[config.mk]
export PLATFORM = sky130hd
export DESIGN_NAME = idli_mem_seq_m_flat
export DESIGN_NICKNAME = d
export VERILOG_FILES = /design/src/rtl/idli_mem_seq_m_if.sv /design/src/rtl/idli_mem_seq_m.sv /design/src/flat_wrapper.sv
export SDC_FILE = /design/constraint.sdc
export NUM_CORES = 1
export LEC_CHECK = 0
export ABC_AREA = 0
export CAP_MARGIN = 5
export CELL_PAD_IN_SITES_DETAIL_PLACEMENT = 0
export CELL_PAD_IN_SITES_GLOBAL_PLACEMENT = 2
export CORE_ASPECT_RATIO = 1.1
export CORE_MARGIN = 2
export CORE_UTILIZATION = 34
export CTS_CLUSTER_SIZE = 28
export DETAILED_ROUTE_END_ITERATION = 6
export DONT_BUFFER_PORTS = 1
export PLACE_DENSITY_LB_ADDON = 0.05
export SLEW_MARGIN = 0
export SYNTH_ARGS = -nofsm -noshare
export SYNTH_HDL_FRONTEND = slang
export SYNTH_SLANG_ARGS = --single-unit
[constraint.sdc]
create_clock -name i_ms_gck -period 1.9 [get_ports i_ms_gck]
set_input_delay 0.19 -clock i_ms_gck [delete_from_list [all_inputs] [get_ports i_ms_gck]]
set_output_delay 0.19 -clock i_ms_gck [all_outputs]
set_load 0.02 [all_outputs]
[src/rtl/idli_mem_seq_m_if.sv]
// Request/transfer bundle between decode, the multi-register sequencer and execute.
interface idli_mem_seq_m_if #(
  parameter int REG_W = 3,
  parameter int CTR_W = 2
);
  logic [CTR_W-1:0] i_ms_ctr;
  logic             i_ms_stall;
  logic             i_ms_redirect;
  logic             i_ms_start;
  logic             i_ms_st;
  logic             i_ms_dir;
  logic [REG_W-1:0] i_ms_first_reg;
  logic [REG_W-1:0] i_ms_last_reg;
  logic             o_ms_busy;
  logic             o_ms_op_vld;
  logic             o_ms_op_st;
  logic [REG_W-1:0] o_ms_reg;
  logic             o_ms_first;
  logic             o_ms_last;
  logic             o_ms_post;
  logic             o_ms_done;

  // Sequencer side
  modport slave (
    input  i_ms_ctr, i_ms_stall, i_ms_redirect, i_ms_start,
    input  i_ms_st, i_ms_dir, i_ms_first_reg, i_ms_last_reg,
    output o_ms_busy, o_ms_op_vld, o_ms_op_st, o_ms_reg,
    output o_ms_first, o_ms_last, o_ms_post, o_ms_done
  );

  // Decode/execute side
  modport master (
    output i_ms_ctr, i_ms_stall, i_ms_redirect, i_ms_start,
    output i_ms_st, i_ms_dir, i_ms_first_reg, i_ms_last_reg,
    input  o_ms_busy, o_ms_op_vld, o_ms_op_st, o_ms_reg,
    input  o_ms_first, o_ms_last, o_ms_post, o_ms_done
  );
endinterface

[src/rtl/idli_mem_seq_m.sv]
// Multi-register load/store sequencer: expands one LDM/STM-style request into one
// transfer op per register (ascending or descending, with wrap and an optional
// skipped register), followed by an optional post-memory op.
module idli_mem_seq_m #(
  parameter int NUM_REGS    = 8,
  parameter int REG_W       = $clog2(NUM_REGS),
  parameter int CTR_W       = 2,
  parameter int POST_OP     = 1,
  parameter int SKIP_REG_EN = 0,
  parameter int SKIP_REG    = 0
) (
  input  logic              i_ms_gck,
  input  logic              i_ms_rst_n,
  idli_mem_seq_m_if.slave   ms
);

  localparam logic [REG_W-1:0] SKIP_IDX = REG_W'(SKIP_REG);
  localparam bit               SKIP_ON  = (SKIP_REG_EN != 0);
  localparam bit               POST_ON  = (POST_OP != 0);

  typedef enum logic [1:0] {
    ST_IDLE = 2'd0,
    ST_XFER = 2'd1,
    ST_POST = 2'd2
  } state_t;

  state_t           state_q, state_d;
  logic             st_q, st_d;
  logic             dir_q, dir_d;
  logic             first_q, first_d;
  logic [REG_W-1:0] last_q, last_d;
  logic [REG_W-1:0] reg_q, reg_d;

  logic             end_op;
  logic             start_acc;
  logic             range_empty;
  logic             is_last;
  logic [REG_W-1:0] start_reg;

  // One register step in the chosen direction; wraps naturally since NUM_REGS is a power of two.
  function automatic logic [REG_W-1:0] step_reg(input logic [REG_W-1:0] r, input logic desc);
    return desc ? (r - REG_W'(1)) : (r + REG_W'(1));
  endfunction

  // Step, then step once more if we landed on the skipped register.
  function automatic logic [REG_W-1:0] next_reg(input logic [REG_W-1:0] r, input logic desc);
    logic [REG_W-1:0] s;
    s = step_reg(r, desc);
    if (SKIP_ON && (s == SKIP_IDX)) s = step_reg(s, desc);
    return s;
  endfunction

  // Decode of the op boundary, request acceptance and end-of-range conditions.
  always_comb begin
    end_op      = (&ms.i_ms_ctr) && !ms.i_ms_stall;
    start_acc   = (state_q == ST_IDLE) && ms.i_ms_start && !ms.i_ms_redirect;
    start_reg   = (SKIP_ON && (ms.i_ms_first_reg == SKIP_IDX))
                  ? step_reg(ms.i_ms_first_reg, ms.i_ms_dir) : ms.i_ms_first_reg;
    // Only a range consisting of just the skipped register has nothing to transfer.
    range_empty = SKIP_ON && (ms.i_ms_first_reg == SKIP_IDX) && (ms.i_ms_last_reg == SKIP_IDX);
    // When last is the skipped register, the walk ends on the register just before it.
    is_last     = (reg_q == last_q) ||
                  (SKIP_ON && (last_q == SKIP_IDX) && (step_reg(reg_q, dir_q) == SKIP_IDX));
  end

  // Next-state logic; redirect overrides every other transition.
  always_comb begin
    state_d = state_q;
    st_d    = st_q;
    dir_d   = dir_q;
    first_d = first_q;
    last_d  = last_q;
    reg_d   = reg_q;
    case (state_q)
      ST_IDLE: begin
        if (start_acc) begin
          st_d    = ms.i_ms_st;
          dir_d   = ms.i_ms_dir;
          last_d  = ms.i_ms_last_reg;
          reg_d   = start_reg;
          first_d = 1'b1;
          if (range_empty) state_d = POST_ON ? ST_POST : ST_IDLE;
          else             state_d = ST_XFER;
        end
      end
      ST_XFER: begin
        if (end_op) begin
          first_d = 1'b0;
          if (is_last) state_d = POST_ON ? ST_POST : ST_IDLE;
          else         reg_d   = next_reg(reg_q, dir_q);
        end
      end
      ST_POST: begin
        if (end_op) state_d = ST_IDLE;
      end
      default: state_d = ST_IDLE;
    endcase
    if (ms.i_ms_redirect) state_d = ST_IDLE;
  end

  // State and captured request fields; async reset drops everything to IDLE at once.
  always_ff @(posedge i_ms_gck or negedge i_ms_rst_n) begin
    if (!i_ms_rst_n) begin
      state_q <= ST_IDLE;
      st_q    <= 1'b0;
      dir_q   <= 1'b0;
      first_q <= 1'b0;
      last_q  <= '0;
      reg_q   <= '0;
    end else begin
      state_q <= state_d;
      st_q    <= st_d;
      dir_q   <= dir_d;
      first_q <= first_d;
      last_q  <= last_d;
      reg_q   <= reg_d;
    end
  end

  // Outputs decoded from flops; done is the only one that looks at current-cycle inputs.
  always_comb begin
    ms.o_ms_busy   = (state_q != ST_IDLE);
    ms.o_ms_op_vld = (state_q == ST_XFER);
    ms.o_ms_op_st  = (state_q == ST_XFER) && st_q;
    ms.o_ms_reg    = (state_q == ST_XFER) ? reg_q : '0;
    ms.o_ms_first  = (state_q == ST_XFER) && first_q;
    ms.o_ms_last   = (state_q == ST_XFER) && is_last;
    ms.o_ms_post   = (state_q == ST_POST);
    ms.o_ms_done   = !ms.i_ms_redirect &&
                     ((start_acc && range_empty && !POST_ON) ||
                      (end_op && (((state_q == ST_XFER) && is_last && !POST_ON) ||
                                  (state_q == ST_POST))));
  end

endmodule

[src/flat_wrapper.sv]
// flat-port wrapper written by rule: the top's interface ports become plain ports
module idli_mem_seq_m_flat 
#(
  parameter int NUM_REGS    = 8,
  parameter int REG_W       = $clog2(NUM_REGS),
  parameter int CTR_W       = 2,
  parameter int POST_OP     = 1,
  parameter int SKIP_REG_EN = 0,
  parameter int SKIP_REG    = 0
)
  (i_ms_gck, i_ms_rst_n, ms_i_ms_ctr, ms_i_ms_stall, ms_i_ms_redirect, ms_i_ms_start, ms_i_ms_st, ms_i_ms_dir, ms_i_ms_first_reg, ms_i_ms_last_reg, ms_o_ms_busy, ms_o_ms_op_vld, ms_o_ms_op_st, ms_o_ms_reg, ms_o_ms_first, ms_o_ms_last, ms_o_ms_post, ms_o_ms_done);
  idli_mem_seq_m_if #(.REG_W(REG_W), .CTR_W(CTR_W)) ms_i ();
  input  logic i_ms_gck;
  input  logic i_ms_rst_n;
  input wire logic [$bits(ms_i.i_ms_ctr)-1:0] ms_i_ms_ctr;
  input wire logic [$bits(ms_i.i_ms_stall)-1:0] ms_i_ms_stall;
  input wire logic [$bits(ms_i.i_ms_redirect)-1:0] ms_i_ms_redirect;
  input wire logic [$bits(ms_i.i_ms_start)-1:0] ms_i_ms_start;
  input wire logic [$bits(ms_i.i_ms_st)-1:0] ms_i_ms_st;
  input wire logic [$bits(ms_i.i_ms_dir)-1:0] ms_i_ms_dir;
  input wire logic [$bits(ms_i.i_ms_first_reg)-1:0] ms_i_ms_first_reg;
  input wire logic [$bits(ms_i.i_ms_last_reg)-1:0] ms_i_ms_last_reg;
  output wire logic [$bits(ms_i.o_ms_busy)-1:0] ms_o_ms_busy;
  output wire logic [$bits(ms_i.o_ms_op_vld)-1:0] ms_o_ms_op_vld;
  output wire logic [$bits(ms_i.o_ms_op_st)-1:0] ms_o_ms_op_st;
  output wire logic [$bits(ms_i.o_ms_reg)-1:0] ms_o_ms_reg;
  output wire logic [$bits(ms_i.o_ms_first)-1:0] ms_o_ms_first;
  output wire logic [$bits(ms_i.o_ms_last)-1:0] ms_o_ms_last;
  output wire logic [$bits(ms_i.o_ms_post)-1:0] ms_o_ms_post;
  output wire logic [$bits(ms_i.o_ms_done)-1:0] ms_o_ms_done;
  assign ms_i.i_ms_ctr = ms_i_ms_ctr;
  assign ms_i.i_ms_stall = ms_i_ms_stall;
  assign ms_i.i_ms_redirect = ms_i_ms_redirect;
  assign ms_i.i_ms_start = ms_i_ms_start;
  assign ms_i.i_ms_st = ms_i_ms_st;
  assign ms_i.i_ms_dir = ms_i_ms_dir;
  assign ms_i.i_ms_first_reg = ms_i_ms_first_reg;
  assign ms_i.i_ms_last_reg = ms_i_ms_last_reg;
  assign ms_o_ms_busy = ms_i.o_ms_busy;
  assign ms_o_ms_op_vld = ms_i.o_ms_op_vld;
  assign ms_o_ms_op_st = ms_i.o_ms_op_st;
  assign ms_o_ms_reg = ms_i.o_ms_reg;
  assign ms_o_ms_first = ms_i.o_ms_first;
  assign ms_o_ms_last = ms_i.o_ms_last;
  assign ms_o_ms_post = ms_i.o_ms_post;
  assign ms_o_ms_done = ms_i.o_ms_done;
  idli_mem_seq_m #(.NUM_REGS(NUM_REGS), .REG_W(REG_W), .CTR_W(CTR_W), .POST_OP(POST_OP), .SKIP_REG_EN(SKIP_REG_EN), .SKIP_REG(SKIP_REG)) u_core (.i_ms_gck(i_ms_gck), .i_ms_rst_n(i_ms_rst_n), .ms(ms_i));
endmodule
==> key figures <==
Timing
  • Highest clock frequency the design can meet: 569 MHz
  • Final-report setup violation count: 0
  • RSZ-0062 raised after global routing: false
  • Setup total negative slack: 0 ns
  • Endpoints failing hold: 0
  • Fin. max-slew vios: 0
  • Shortest period the worst path allows: 1.76 ns
  • Portion of the clock cycle consumed by the worst path in the final layout: 0.925
  • Slew Limit Headroom: 0.655
  • Worst-margin pin slew: 0.517 ns
  • Worst clock skew: 0.000790 ns

Floorplan
  • Effective utilization at floorplan: 0.358
  • Die X: 45.1 µm
  • Row count: 16
  • Number of top-level pins: 25
  • Height of the die: 49.2 µm
  • Die Footprint: 2220 µm²
  • Core ar.: 1760 µm²

Route
  • Remaining number of nets flagged by the antenna check after routing: 0
  • Detail-routed net length per standard cell: 16.4 µm
  • Post-DR vias/cell: 5.48
  • Residual DRC: 0
  • Total number of vias: 482
  • First DRT Iteration DRCs: 5
  • Total Routed Length: 1440 µm
  • First-pass DRT Iterations: 4

GRT
  • Layer with the highest usage: met2
  • Global Route met3 Usage: 0.0481
  • Met2 Track Usage GR: 0.224
  • Largest net degree at the start of global routing: 12
  • Fraction of met1 tracks used by global routing: 0.203
  • Initial antenna violation count: 0
  • Overall track demand over capacity in global routing: 0.152
  • Total grt overflow: 0
  • Vias in the first global route: 493
  • First-pass GRT wire length: 2390 µm

Synthesis
  • YS warnings: 0
  • Avg Synthesized Cell Area: 10.3 µm²
  • Xor/xnor share of the synthesized area: 0.0556
  • Post-synth net total: 77
  • Netlist area before placement: 631 µm²
  • Sequential share of the synthesized area: 0.437
  • Simple-gate share of the synthesized area: 0.212
  • Syn Inst Count: 61
  • Post-synthesis share of cell area spent on full adders, half adders and majority gates: 0.0317
  • Combinational family with the most area after synthesis: simple AND/OR/NAND/NOR gates
  • Compound-Gate Fraction of Synth Area: 0.141
  • Count of different cell masters after synthesis: 28
  • Multiplexer fraction of the synthesized cell area: 0.0873
  • Register bit total from synthesis: 11

CTS
  • Clock buffer count from CTS: 3
  • Clock latency on the worst-skew pair: 0.26 ns
  • Maximum level of the CTS H-tree: 1
  • Clock transition time at the flip-flop clock pins of the worst setup and hold paths: 0.07 ns
  • CTS root buf: sky130_fd_sc_hd__clkbuf_4
  • Number of setup buffers added after CTS: 0
  • CTS tree: yes
  • Sinks on the clock net: 11
  • Maximum root-to-sink buffer count: 2

Setup path
  • CP max stage cell: sky130_fd_sc_hd__nor2b_1
  • Reg-to-reg endpoint: u_core.reg_q[2]$_DFFE_PN0P_
  • Kind of capture point of the worst setup path: primary output
  • FF-to-FF setup slack: 0.17 ns
  • Worst Setup Path Type: flop to primary output
  • Startpoint of the worst-slack reg-to-reg timing path: u_core.reg_q[0]$_DFFE_PN0P_
  • Cell chain of the critical path: nor2b_1 -> and2_1 -> buf_4
  • Critical path buffers and inverters: 1
  • Worst setup path start: u_core.state_q[0]$_DFFE_PN0P_
  • Endpoint arrival time on the critical path: 1.57 ns
  • Kind of launch point of the worst setup path: flop
  • Delay of the slowest critical-path stage: 0.48 ns
  • Required time reported for the critical path endpoint: 1.71 ns
  • Largest fanout on the critical path: 7
  • Worst reg-to-reg path cell count: 5
  • Delay-heaviest family, CP: simple AND/OR/NAND/NOR gates

Power and ir drop
  • Static Leak: 0.000331 µW
  • Areal power density over the cells: 1050 nW/µm²
  • IR drop worst, VDD: 0.549 mV

Placed design
  • Post-detailed-placement half-perimeter wirelength: 1120 µm
  • Count of input and output buffers: 0
  • Number of instances in the placed design: 82
  • Routability Congestion: 0.793

Finish
  • Post-route non-filler standard cell count: 88
  • Fraction of final layout cells with drive strength greater than 1: 0.257
  • Number of antenna cells inserted: 0
  • Final Net Count: 87
  • Growth of design area from synthesis to finish: 17.5%
  • Most frequent cells in the layout: sky130_fd_sc_hd__dfrtp_1, sky130_fd_sc_hd__and2_1, sky130_fd_sc_hd__buf_4
  • Most common cell after layout, fill and taps aside: sky130_fd_sc_hd__dfrtp_1

Worst hold path
  • Worst Min Path Start: ms_i_ms_dir
  • Depth of the worst hold-timing path: 2
  • Hold Crit Class: input port to flop
  • Endpoint of the worst hold-timing path: u_core.dir_q$_DFFE_PN0P_

Job
  • Number of violations of the max-capacitance limit: 0

Run status
  • Result of the run: completed
Yosys cell counts:
master,n,share of area
sky130_fd_sc_hd__or3_1,1,0.0099
sky130_fd_sc_hd__and2_1,5,0.050
sky130_fd_sc_hd__dfrtp_1,11,0.44
sky130_fd_sc_hd__o21ai_0,4,0.032
sky130_fd_sc_hd__o22ai_1,1,0.0099
sky130_fd_sc_hd__a2111oi_0,1,0.014
sky130_fd_sc_hd__mux2i_1,1,0.016
sky130_fd_sc_hd__nor2b_1,1,0.0099
sky130_fd_sc_hd__and2b_1,1,0.012
sky130_fd_sc_hd__or3b_4,1,0.018
sky130_fd_sc_hd__nor3_1,2,0.016
sky130_fd_sc_hd__a2bb2oi_1,2,0.028
sky130_fd_sc_hd__o22a_1,1,0.014
sky130_fd_sc_hd__nand3b_1,1,0.012
sky130_fd_sc_hd__nand2_1,3,0.018
sky130_fd_sc_hd__nor2_1,3,0.018
sky130_fd_sc_hd__inv_1,4,0.024
sky130_fd_sc_hd__fa_1,1,0.032
sky130_fd_sc_hd__or2_2,1,0.0099
sky130_fd_sc_hd__nand4b_1,1,0.014
sky130_fd_sc_hd__nor3b_1,1,0.012
sky130_fd_sc_hd__clkbuf_1,2,0.012
sky130_fd_sc_hd__xor2_1,4,0.056
sky130_fd_sc_hd__a211o_2,1,0.016
sky130_fd_sc_hd__o32a_1,1,0.016
sky130_fd_sc_hd__mux2_2,4,0.071
sky130_fd_sc_hd__a22oi_1,1,0.012
sky130_fd_sc_hd__and2_4,1,0.014
final cells by class:
| cell class | count | area (µm²) |
|---|---|---|
| Timing Repair Buffer | 7 | 57.6 |
| Sequential cell | 11 | 275 |
| Multi-Input combinational cell | 44 | 344 |
| Fill cell | 182 | 1020 |
| Inverter | 4 | 15.0 |
| Tap cell | 18 | 22.5 |
| Clock buffer | 4 | 26.3 |
how the worst max path moves through the flow:
| stage | to | slack, ns | depth (start not counted) |
|---|---|---|---|
| after floorplan | u_core.reg_q[0]$_DFFE_PN0P_ | 0.27 | 6 |
| after global placement | u_core.reg_q[2]$_DFFE_PN0P_ | 0.25 | 5 |
| after detailed placement | u_core.reg_q[2]$_DFFE_PN0P_ | 0.07 | 5 |
| after CTS | u_core.reg_q[2]$_DFFE_PN0P_ | 0.06 | 5 |
| after global routing | ms_o_ms_reg[0] | 0.005 | 3 |
| final | ms_o_ms_reg[0] | 0.14 | 3 |
flip-flops by register name, summed over array words and instances (netlist names):
register and flops:
u_core.first_q 1, u_core.state_q 2, u_core.dir_q 1, u_core.st_q 1
u_core.last_q 3, u_core.reg_q 3
routing by layer:
| layer | up-vias | wire [µm] |
|---|---|---|
| met1 | 233 | 622 |
| met4 | 0 | 0 |
| met3 | 0 | 98 |
| li1 | 231 | - |
| met5 | - | 0 |
| met2 | 18 | 718 |
per-stage QoR:
step           utilization  instance area (µm²)  total power, µW  hold slack, ns  setup WS (ns)
2_1_floorplan            -                  631              539          -0.106          0.268
3_3_place_gp         0.388                  683              599          -0.105          0.253
3_5_place_dp         0.388                  683              603          -0.105         0.0691
4_1_cts              0.414                  729              771          0.0402         0.0596
5_1_grt              0.420                  741              854          0.0355        0.00525
6_report             0.420                  741              778          0.0455          0.142
power by group:
group / total [µW] / switching (µW) / leakage (µW) / internal, µW
Clock: 157 / 75.8 / 0.0000150 / 81.1
Combinational: 293 / 171 / 0.000187 / 122
Sequential: 328 / 42.3 / 0.000129 / 285
timing repair:
action | 4_1_cts | 5_1_grt
endpoints found under the hold margin | 13 | 0
hold buffers | 2 | 0
resized for setup | 0 | 3
setup endpoints to repair | 0 | 1
cells by family after synthesis:
kind of cell	after synthesis
buffers and inverters	6
adder cells (fa/ha/maj)	1
multiplexers	5
XOR/XNOR	4
AO/OA/AOI/OAI	12
AND/OR/NAND/NOR	22
flip-flops	11
worst reg2reg max path, delay by kind of cell (launching register included):
kind	cells	cell delay (ns)
AO/OA/AOI/OAI	2	0.58
adder cells (fa/ha/maj)	1	0.44
flip-flops	1	0.38
XOR/XNOR	1	0.19
buffers and inverters	1	0.09
(Power assumes the default switching activity.)
